<file path="src/rtl/wheel_pkg.sv">
// wheel_pkg: shared speed-path constants and target/slew helpers for the wheel PWM driver.
package wheel_pkg;
  localparam int SPEED_W_DEF = 6;
  function automatic int mid_of(input int sw);
    return 1 << (sw - 1);
  endfunction
  // Mirror about MID; speed 0 would land one past full scale, so clamp it.
  function automatic int mirror_speed(input int speed, input int sw);
    int m;
    m = (1 << sw) - speed;
    return (m > (1 << sw) - 1) ? (1 << sw) - 1 : m;
  endfunction
  function automatic int slew_toward(input int cur, input int tgt, input int step);
    int d;
    d = (tgt > cur) ? tgt - cur : cur - tgt;
    if (step == 0 || d <= step) return tgt;
    return (tgt > cur) ? cur + step : cur - step;
  endfunction
endpackage

</file>
<file path="src/rtl/wheel_pwm_driver_if.sv">
// wheel_pwm_driver_if: command inputs and pulse/status outputs of the wheel PWM driver.
interface wheel_pwm_driver_if #(
  parameter int CHANNELS = 2,
  parameter int SPEED_W  = 6
);
  logic                        enable_in;
  logic                        stop_in;
  logic [CHANNELS*SPEED_W-1:0] speed_in;
  logic [CHANNELS-1:0]         pwm_out;
  logic                        frame_start_out;
  logic [CHANNELS*SPEED_W-1:0] applied_out;
  modport master (output enable_in, stop_in, speed_in, input pwm_out, frame_start_out, applied_out);
  modport slave  (input enable_in, stop_in, speed_in, output pwm_out, frame_start_out, applied_out);
endinterface

</file>
<file path="src/rtl/wheel_pwm_channel.sv">
// wheel_pwm_channel: one servo output; applied speed updates only at frame boundaries.
module wheel_pwm_channel
  import wheel_pkg::*;
#(
  parameter int SPEED_W    = SPEED_W_DEF,
  parameter int CW         = 8,
  parameter int PULSE_MIN  = 10,
  parameter int PULSE_STEP = 2,
  parameter int SLEW_STEP  = 4,
  parameter bit INVERT     = 1'b0
) (
  input  logic               clk_in,
  input  logic               rst_in,
  input  logic               i_wrap,
  input  logic               i_enable,
  input  logic               i_stop,
  input  logic [SPEED_W-1:0] i_speed,
  input  logic [CW-1:0]      i_cnt_nxt,
  output logic               o_pwm,
  output logic [SPEED_W-1:0] o_applied
);
  logic [SPEED_W-1:0] r_applied, w_target, w_applied_nxt;
  logic [CW-1:0]      w_width;
  logic               r_en, r_pwm, w_en_nxt;
  always_comb begin
    w_target      = INVERT ? SPEED_W'(mirror_speed(int'(i_speed), SPEED_W)) : i_speed;
    w_en_nxt      = i_wrap ? i_enable : r_en;
    w_applied_nxt = !i_wrap ? r_applied :
                    (!i_enable || i_stop) ? SPEED_W'(mid_of(SPEED_W)) :
                    SPEED_W'(slew_toward(int'(r_applied), int'(w_target), SLEW_STEP));
    w_width       = CW'(PULSE_MIN + int'(w_applied_nxt) * PULSE_STEP);
  end
  // Pulse decoded from next-state so the output flop never glitches.
  always_ff @(posedge clk_in or posedge rst_in)
    if (rst_in) begin
      r_applied <= SPEED_W'(mid_of(SPEED_W));
      r_en      <= 1'b0;
      r_pwm     <= 1'b0;
    end else begin
      r_applied <= w_applied_nxt;
      r_en      <= w_en_nxt;
      r_pwm     <= w_en_nxt && (i_cnt_nxt < w_width);
    end
  assign o_pwm     = r_pwm;
  assign o_applied = r_applied;
endmodule

</file>
<file path="src/rtl/wheel_pwm_driver.sv">
// wheel_pwm_driver: N-channel servo PWM with mirror, slew limit, e-stop and enable.
module wheel_pwm_driver
  import wheel_pkg::*;
#(
  parameter int                  CHANNELS    = 2,
  parameter int                  SPEED_W     = SPEED_W_DEF,
  parameter int                  PERIOD      = 2_000_000,
  parameter int                  PULSE_MIN   = 100_000,
  parameter int                  PULSE_STEP  = 1563,
  parameter int                  SLEW_STEP   = 4,
  parameter logic [CHANNELS-1:0] INVERT_MASK = 2'b10
) (
  input logic                  clk_in,
  input logic                  rst_in,
  wheel_pwm_driver_if.slave    bus
);
  localparam int CW = $clog2(PERIOD);
  if (PULSE_MIN + (2**SPEED_W - 1) * PULSE_STEP >= PERIOD) begin : g_bad_timing
    $error("wheel_pwm_driver: widest pulse does not fit in PERIOD");
  end
  logic [CW-1:0]               r_cnt, w_cnt_nxt;
  logic                        r_frame_start, w_wrap;
  logic [CHANNELS-1:0]         w_pwm;
  logic [CHANNELS*SPEED_W-1:0] w_applied;
  assign w_wrap    = r_cnt == CW'(PERIOD - 1);
  assign w_cnt_nxt = w_wrap ? '0 : r_cnt + 1'b1;
  always_ff @(posedge clk_in or posedge rst_in)
    if (rst_in) begin
      r_cnt         <= '0;
      r_frame_start <= 1'b0;
    end else begin
      r_cnt         <= w_cnt_nxt;
      r_frame_start <= w_cnt_nxt == '0;
    end
  for (genvar c = 0; c < CHANNELS; c++) begin : g_ch
    wheel_pwm_channel #(
      .SPEED_W(SPEED_W), .CW(CW), .PULSE_MIN(PULSE_MIN), .PULSE_STEP(PULSE_STEP),
      .SLEW_STEP(SLEW_STEP), .INVERT(INVERT_MASK[c])
    ) u_ch (
      .clk_in(clk_in), .rst_in(rst_in), .i_wrap(w_wrap),
      .i_enable(bus.enable_in), .i_stop(bus.stop_in),
      .i_speed(bus.speed_in[c*SPEED_W +: SPEED_W]), .i_cnt_nxt(w_cnt_nxt),
      .o_pwm(w_pwm[c]), .o_applied(w_applied[c*SPEED_W +: SPEED_W])
    );
  end
  assign bus.pwm_out         = w_pwm;
  assign bus.applied_out     = w_applied;
  assign bus.frame_start_out = r_frame_start;
endmodule
</file>
<file path="src/flat_wrapper.sv">
// flat-port wrapper written by rule: the top's interface ports become plain ports
module wheel_pwm_driver_flat import wheel_pkg::*;
#(
  parameter int                  CHANNELS    = 2,
  parameter int                  SPEED_W     = SPEED_W_DEF,
  parameter int                  PERIOD      = 2_000_000,
  parameter int                  PULSE_MIN   = 100_000,
  parameter int                  PULSE_STEP  = 1563,
  parameter int                  SLEW_STEP   = 4,
  parameter logic [CHANNELS-1:0] INVERT_MASK = 2'b10
)
  (clk_in, rst_in, bus_enable_in, bus_stop_in, bus_speed_in, bus_pwm_out, bus_frame_start_out, bus_applied_out);
  wheel_pwm_driver_if #(.CHANNELS(CHANNELS), .SPEED_W(SPEED_W)) bus_i ();
  input logic clk_in;
  input logic rst_in;
  input wire logic [$bits(bus_i.enable_in)-1:0] bus_enable_in;
  input wire logic [$bits(bus_i.stop_in)-1:0] bus_stop_in;
  input wire logic [$bits(bus_i.speed_in)-1:0] bus_speed_in;
  output wire logic [$bits(bus_i.pwm_out)-1:0] bus_pwm_out;
  output wire logic [$bits(bus_i.frame_start_out)-1:0] bus_frame_start_out;
  output wire logic [$bits(bus_i.applied_out)-1:0] bus_applied_out;
  assign bus_i.enable_in = bus_enable_in;
  assign bus_i.stop_in = bus_stop_in;
  assign bus_i.speed_in = bus_speed_in;
  assign bus_pwm_out = bus_i.pwm_out;
  assign bus_frame_start_out = bus_i.frame_start_out;
  assign bus_applied_out = bus_i.applied_out;
  wheel_pwm_driver #(.CHANNELS(CHANNELS), .SPEED_W(SPEED_W), .PERIOD(PERIOD), .PULSE_MIN(PULSE_MIN), .PULSE_STEP(PULSE_STEP), .SLEW_STEP(SLEW_STEP), .INVERT_MASK(INVERT_MASK)) u_core (.clk_in(clk_in), .rst_in(rst_in), .bus(bus_i));
endmodule
</file>
<file path="config.mk">
export PLATFORM = sky130hd
export DESIGN_NAME = wheel_pwm_driver_flat
export DESIGN_NICKNAME = d
export VERILOG_FILES = /design/src/rtl/wheel_pkg.sv /design/src/rtl/wheel_pwm_driver_if.sv /design/src/rtl/wheel_pwm_channel.sv /design/src/rtl/wheel_pwm_driver.sv /design/src/flat_wrapper.sv
export SDC_FILE = /design/constraint.sdc
export NUM_CORES = 1
export LEC_CHECK = 0
export CAP_MARGIN = 15
export CORE_ASPECT_RATIO = 1.4
export CORE_MARGIN = 2
export CORE_UTILIZATION = 50
export DETAILED_ROUTE_END_ITERATION = 10
export DONT_BUFFER_PORTS = 1
export PLACE_DENSITY = 0.65
export SETUP_SLACK_MARGIN = 0.02
export SLEW_MARGIN = 20
export SYNTH_ARGS = -nofsm -noshare
export SYNTH_HDL_FRONTEND = slang
export SYNTH_SLANG_ARGS = --single-unit
</file>
<file path="constraint.sdc">
create_clock -name clk_in -period 9.1 [get_ports clk_in]
set_input_delay 1.365 -clock clk_in [delete_from_list [all_inputs] [get_ports clk_in]]
set_output_delay 1.365 -clock clk_in [all_outputs]
set_load 0.02 [all_outputs]
</file>
==> results of run 1 <==
[routing by layer]
metal  vias up  share of wire, %
met2       171                54
li1       2782                 -
met3        60               3.5
met4         0               4.5
met5         -                 0
met1      2798                38
[worst min path at each step]
stage,start,to,slack (ns)
2_1_floorplan,u_core.g_ch[1].u_ch.r_en,u_core.g_ch[1].u_ch.r_en,0.43
3_3_place_gp,u_core.g_ch[1].u_ch.r_en,u_core.g_ch[1].u_ch.r_en,0.47
3_5_place_dp,u_core.g_ch[1].u_ch.r_en,u_core.g_ch[1].u_ch.r_en,0.46
4_1_cts,u_core.g_ch[1].u_ch.r_en,u_core.g_ch[1].u_ch.r_en,0.47
5_1_grt,u_core.g_ch[1].u_ch.r_en,u_core.g_ch[1].u_ch.r_en,0.50
6_report,u_core.g_ch[1].u_ch.r_en,u_core.g_ch[1].u_ch.r_en,0.47
[power groups by stage]
stage	registers (mW)	clock network, mW	logic (mW)
finish	0.169	0.185	0.113
global route	0.169	0.192	0.124
CTS	0.169	0.187	0.105
detailed placement	0.172	0	0.104
global placement	0.172	0	0.100
floorplan	0.172	0	0.0714
[tightest hold or removal path, cell delays in order, from the launching register on]
cell     delay [ns]
dfrtp_1        0.32
nand2_1        0.04
nand2_1        0.07
[cell type report]
type	instances	area, um2
multi-input cells	602	5340
fillers	1132	5270
flip-flops and latches	38	953
repair buffers	66	495
inverters	92	345
well taps	153	191
clock buffers	6	139
clock inverters	2	12.5
[timing repair]
action,in CTS,in global routing
pin swaps,0,14
resized for setup,1,24
setup buffers,1,3
setup endpoints to repair,1,2
hold buffers,0,0
[cell usage in the layout (no fill, tap or decap), types with 7 or more instances in the layout]
master    Yosys  final
o21ai_0      30     24
nand3_1      24     24
buf_4         3     66
nand2b_1      8      7
or3_1         8      7
and3_1        9      9
nor2_1       43     42
nor3_1       17     16
ha_1        152    145
a21oi_1      35     29
nand2_1      34     34
xor2_1       16     16
a21o_1       25     25
nor2b_1      12     12
o21ai_1       7     10
o21a_1       14     12
o22ai_1       7      7
fa_1         22     21
xnor2_1      29     29
inv_1        92     92
nand4_1      10     10
dfrtp_1      36     36
mux2i_1      12      8
[registers in the layout, summed over array words and instances (netlist names)]
register and count:
u_core.r_cnt 21, u_core.g_ch.u_ch.r_en 2, u_core.g_ch.u_ch.o_pwm 2, u_core.bus.frame_start_out 1
u_core.g_ch.u_ch.o_applied 12
[cell families (layout without fill, tap and decap cells)]
family,count (synthesis),after routing
AO/OA/AOI/OAI,168,168
XOR/XNOR,45,45
multiplexers,15,15
buffers and inverters,104,166
flip-flops,38,38
AND/OR/NAND/NOR,200,200
adder cells (fa/ha/maj),174,174
[stage by stage]
stage          cell area (um2)  setup slack (ns)  std cells  total power, mW  hold WS (ns)
6_report                  7480            0.0689        959            0.467         0.473
3_3_place_gp              7190           -0.0171        947            0.272         0.469
2_1_floorplan             6600            0.0258        744            0.243         0.433
3_5_place_dp              7190            -0.244        947            0.276         0.461
5_1_grt                   7480            -0.434        959            0.484         0.498
4_1_cts                   7360            0.0203        956            0.460         0.473
==> flow_summary.toml, run 1 <==
[yosys]
synth_warnings = 0
synth_nets = 934
synth_cell_types = 77
synth_top_area_share_pct = 29.3
async_flop_share_pct = 100
synthMuxAreaShare_pct = 2.43
synth_top_family_by_area = "adder cells"
synth_seq_area_share_pct = 14.7
synth_top_area_cell = "ha_1"
synth_simple_gate_area_share_pct = 16.8
syn_area_mm2 = 0.00648
synth_edf_count = 0
ys_top_cells_by_area = "ha_1, dfrtp_1, fa_1"
syn_area_per_cell_um2 = 8.71
ys_seq_elements = 38
syn-instance-count = 744
synth-adder-area-share_pct = 36.1
synthXorXnorAreaFrac_pct = 6.08
synthTopCellsByCount = "ha_1, inv_1, nor2_1, dfrtp_1, a21oi_1"
synth_most_common_cell = "ha_1"
synth_ff_type = "dfrtp_1"
synth_compound_area_share_pct = 17.6

[worst_setup_path]
r2r_cells = 31
critPathArrivalTime_ns = 9.24
cp-endpoint = "u_core.g_ch[1].u_ch.o_pwm"
cp-start-kind = "input pin"
crit_start = "bus_speed_in[8]"
reg2reg_slack_ns = 0.90
critPathBufInv = 1
cp_slowest_cell = "fa_1"
worstPathMaxFanout = 5
reg2reg_from = "u_core.g_ch[0].u_ch.o_applied[5]"
r2r_end = "u_core.g_ch[0].u_ch.o_pwm"
required_ns = 9.31
cp-end-kind = "flop"
path_common_cell = "a21oi_2"
max_stage_delay_ns = 0.55
crit_cells = 39
path_class = "input pin to flop"
crit_family = "compound AO/OA/AOI/OAI gates"

[power]
pwr-share-comb_pct = 24.2
p_clk_share_pct = 39.6
p_per_area_mw_per_mm2 = 62.4
p_leak_nw = 3.79
peakVddDrop_mv = 0.0589
p_int_mw = 0.333
power_frac_seq_pct = 36.2
p_sw_share_pct = 28.6
p_switching_mw = 0.134

[timing]
fin_tns_setup_ns = 0
finalCritPeriodShare_pct = 99.2
final_hold_viol_count = 0
period_minus_slack_ns = 9.03
slew_headroom_pct = 52.5
tightestPinTransition_ns = 0.705
fmax_mhz = 111
drv_slew = 0
fin_skew_ns = 0.00435
grt_setup_unrepaired = "yes"
setup_viol = 0

[grt]
grt_start_max_net_pins = 39
grt_first_pass_wirelength_um = 28300
gr-usage-met1_pct = 26.4
grt_pass1_vias = 6178
antenna_found_initial = 0
grt.total_usage_pct = 25.2
met2_usage_pct = 48.8
use_met3_pct = 2.32
grt_overflow = 0
top_usage_layer = "met2"

[finish]
fin_util_pct = 58.7
drive_above_1_share_pct = 16.5
antenna_cells = 0
syn2layout_area_growth_pct = 15.4
nNetsFinal = 995

[floorplan]
die_h_um = 139
core_mm2 = 0.0128
rows = 49
start_util_pct = 50.8
die_w_um = 100
die_area_mm2 = 0.0139
ioPinCount = 31

[detailed_routing]
drt_first_pass_iters = 5
wl_per_cell_um = 17.7
drt-total-wl_um = 17000
ant_nets = 0
drc = 0
vias_per_cell = 6.06
vias = 5811
drt-initial-drc-count = 309

[hold_path]
min_path_cells = 2
hold_class = "flop to flop"

[outcome]
status = "finished, final reports clean"

[clocking]
clock-sinks = 38
cts_tree = "yes"
ctsRootBufferMaster = "clkbuf_16"
clkTransAtPathRegs_ns = 0.06
cts.path.max_buffers = 2
numCtsBuffers = 5
htree_levels = 2
clock_latency_ns = 0.29

[placed_design]
hpwl_um = 14400
gp_congestion = 0.947
portBuffers = 0

[flow_run]
max-cap-violations = 0
(Power assumes the default switching activity.)
==> run 2: changes to the inputs <==
ABC_AREA = 1   (was not set)
==> run 2 against run 1 <==
Compared with the run above:
- global-route usage decreased by 2.5 points
- register-to-register slack improved by 0.36 ns
- clock skew increased by 0.00085 ns
- core utilization decreased by 4.6 points
- first-iteration DRC count decreased by 5.8%
- hold slack improved by 0.060 ns
- count of clock-buffer cells in the layout unchanged
- synthesized area increased by 3.5%
- sequential share of layout area increased by 0.54 points
- final cell count increased by 14%
==> flow_summary.toml, run 2 <==
[outcome]
status = "finished, final reports clean"

[power]
p_clk_share_pct = 49.4
p_total_mw = 0.478
p_switching_mw = 0.119
p_leak_nw = 3.89
power_frac_seq_pct = 35.4
peakVddDrop_mv = 0.0577
p_sw_share_pct = 25.0
p_per_area_mw_per_mm2 = 66.6
p_int_mw = 0.358
pwr-share-comb_pct = 15.2

[hold_path]
min_path_cells = 2
min_to = "u_core.g_ch[1].u_ch.r_en"
hold_start = "u_core.g_ch[1].u_ch.r_en"
hold_class = "flop to flop"

[placed_design]
dp.cells = 1085
placed_cell_area_mm2 = 0.00697
gp_congestion = 0.917
dp_slack_ns = 0.171
portBuffers = 0
hpwl_um = 13600

[worst_setup_path]
critPathArrivalTime_ns = 8.71
worstPathMaxFanout = 6
r2r_end = "u_core.g_ch[0].u_ch.o_pwm"
path_common_cell = "nand2_1"
required_ns = 9.31
path_class = "input pin to flop"
reg2reg_from = "u_core.g_ch[0].u_ch.o_applied[2]"
cp-end-kind = "flop"
max_stage_delay_ns = 0.50
cp-start-kind = "input pin"
cp_slowest_cell = "fa_1"
r2r_cells = 36
reg2reg_slack_ns = 1.26

[timing]
fmax_mhz = 118
fin_skew_ns = 0.00520
fin_hold_ws_ns = 0.533
final_hold_viol_count = 0
grt_setup_unrepaired = "no"
fin_tns_setup_ns = 0
slew_headroom_pct = 52.0
finalCritPeriodShare_pct = 93.4
tightestPinTransition_ns = 0.718
setup_viol = 0
drv_slew = 0
worst_slack_ns = 0.600
period_minus_slack_ns = 8.50

[yosys]
syn-instance-count = 901
synth_top_area_share_pct = 28.4
synth_most_common_cell = "inv_1"
ys_seq_elements = 38
syn_area_mm2 = 0.00671
async_flop_share_pct = 100
synth_top_area_cell = "ha_1"
ys_top_cells_by_area = "ha_1, dfrtp_1, inv_1"
synth_seq_area_share_pct = 14.2
syn_area_per_cell_um2 = 7.44
synth_nets = 1091
synth_cell_types = 51
synth_edf_count = 0
synth_warnings = 0
synthTopCellsByCount = "inv_1, nand2_1, ha_1, a21oi_1, nor2_1"
synth_ff_type = "dfrtp_1"

[finish]
largest-register = "u_core.r_cnt"
fill_cells = 1376
fin_area_mm2 = 0.00718
nNetsFinal = 1100
layout_common_cells = "inv_1, nand2_1, ha_1"
layout_commonest_cell = "inv_1"
fin_util_pct = 54.1
largest_reg_flops = 21
drive_above_1_share_pct = 7.14
final_cells = 1093
syn2layout_area_growth_pct = 7.00
antenna_cells = 0

[grt]
grt_first_pass_wirelength_um = 26100
grt.total_usage_pct = 22.6
grt_pass1_vias = 5587
grt_start_max_net_pins = 39
antenna_found_initial = 0
grt_overflow = 0

[detailed_routing]
drt-total-wl_um = 15600
drt-initial-drc-count = 291
vias = 5766
vias_per_cell = 5.28
drt_first_pass_iters = 4
drc = 0
wl_per_cell_um = 14.3
ant_nets = 0

[floorplan]
core_mm2 = 0.0133
ioPinCount = 31
die_w_um = 102
die_h_um = 141
rows = 50
start_util_pct = 50.6
die_area_mm2 = 0.0144

[clocking]
cts.path.max_buffers = 2
clock_latency_ns = 0.28
post_cts_buffers = 0
postCtsHoldBufs = 0
htree_levels = 2
clock-sinks = 38
ctsRootBufferMaster = "clkbuf_16"
numCtsBuffers = 5
clkTransAtPathRegs_ns = 0.06
cts_tree = "yes"

[flow_run]
max-cap-violations = 0
## run 2: worst max-delay path by stage
stage / slack [ns] / start / cells past startpoint / endpoint
floorplan: 0.60 / bus_speed_in[6] / 47 / u_core.g_ch[1].u_ch.o_pwm
global placement: 0.32 / bus_speed_in[6] / 47 / u_core.g_ch[1].u_ch.o_pwm
detailed placement: 0.17 / bus_speed_in[6] / 47 / u_core.g_ch[1].u_ch.o_pwm
CTS: 0.42 / bus_speed_in[6] / 47 / u_core.g_ch[1].u_ch.o_pwm
global route: 0.02 / bus_speed_in[6] / 47 / u_core.g_ch[1].u_ch.o_pwm
finish: 0.60 / bus_speed_in[6] / 47 / u_core.g_ch[1].u_ch.o_pwm
## run 2: per-layer routing
layer	global-route usage (%)	vias up	part of all wire, %
li1	-	2973	-
met3	2.58	24	3.5
met4	6.18	0	2.1
met2	41.3	103	52
met1	27.7	2666	42
met5	0	-	0
## run 2: timing repair
item                                    4_1_cts  5_1_grt
gates resized for setup                       0        5
endpoints found under the setup margin        0        1
hold endpoints to repair                      0        0
## run 2: cell type report
cell class              instances  area (um2)  area share [%]
well taps                     182         228            3.17
clock inverters                 2        60.1           0.837
flip-flops and latches         38         953            13.3
multi-input cells             671        5030            70.0
repair buffers                 10        75.1            1.05
clock buffers                   6         139            1.94
inverters                     184         694            9.68
## run 2: power by group through the flow
stage	clock network (mW)	registers [mW]	logic, mW
2_1_floorplan	0	0.172	0.0572
3_3_place_gp	0	0.172	0.0722
3_5_place_dp	0	0.172	0.0723
4_1_cts	0.240	0.169	0.0727
5_1_grt	0.248	0.169	0.0826
6_report	0.236	0.169	0.0728
## run 2: worst max-delay path: cells and delay by family
family	cells	cell delay, ns
AND/OR/NAND/NOR	16	1.51
buffers and inverters	7	0.46
XOR/XNOR	3	0.44
AO/OA/AOI/OAI	12	1.53
adder cells (fa/ha/maj)	9	3.40
## run 2: cell families after synthesis
| group | count (synthesis) | synth area share [%] |
|---|---|---|
| fa+ha+maj | 174 | 34.9 |
| xor+xnor | 47 | 6.25 |
| buf+inv | 192 | 11.0 |
| compound gates | 126 | 11.1 |
| flops | 38 | 14.2 |
| simple gates | 324 | 22.6 |
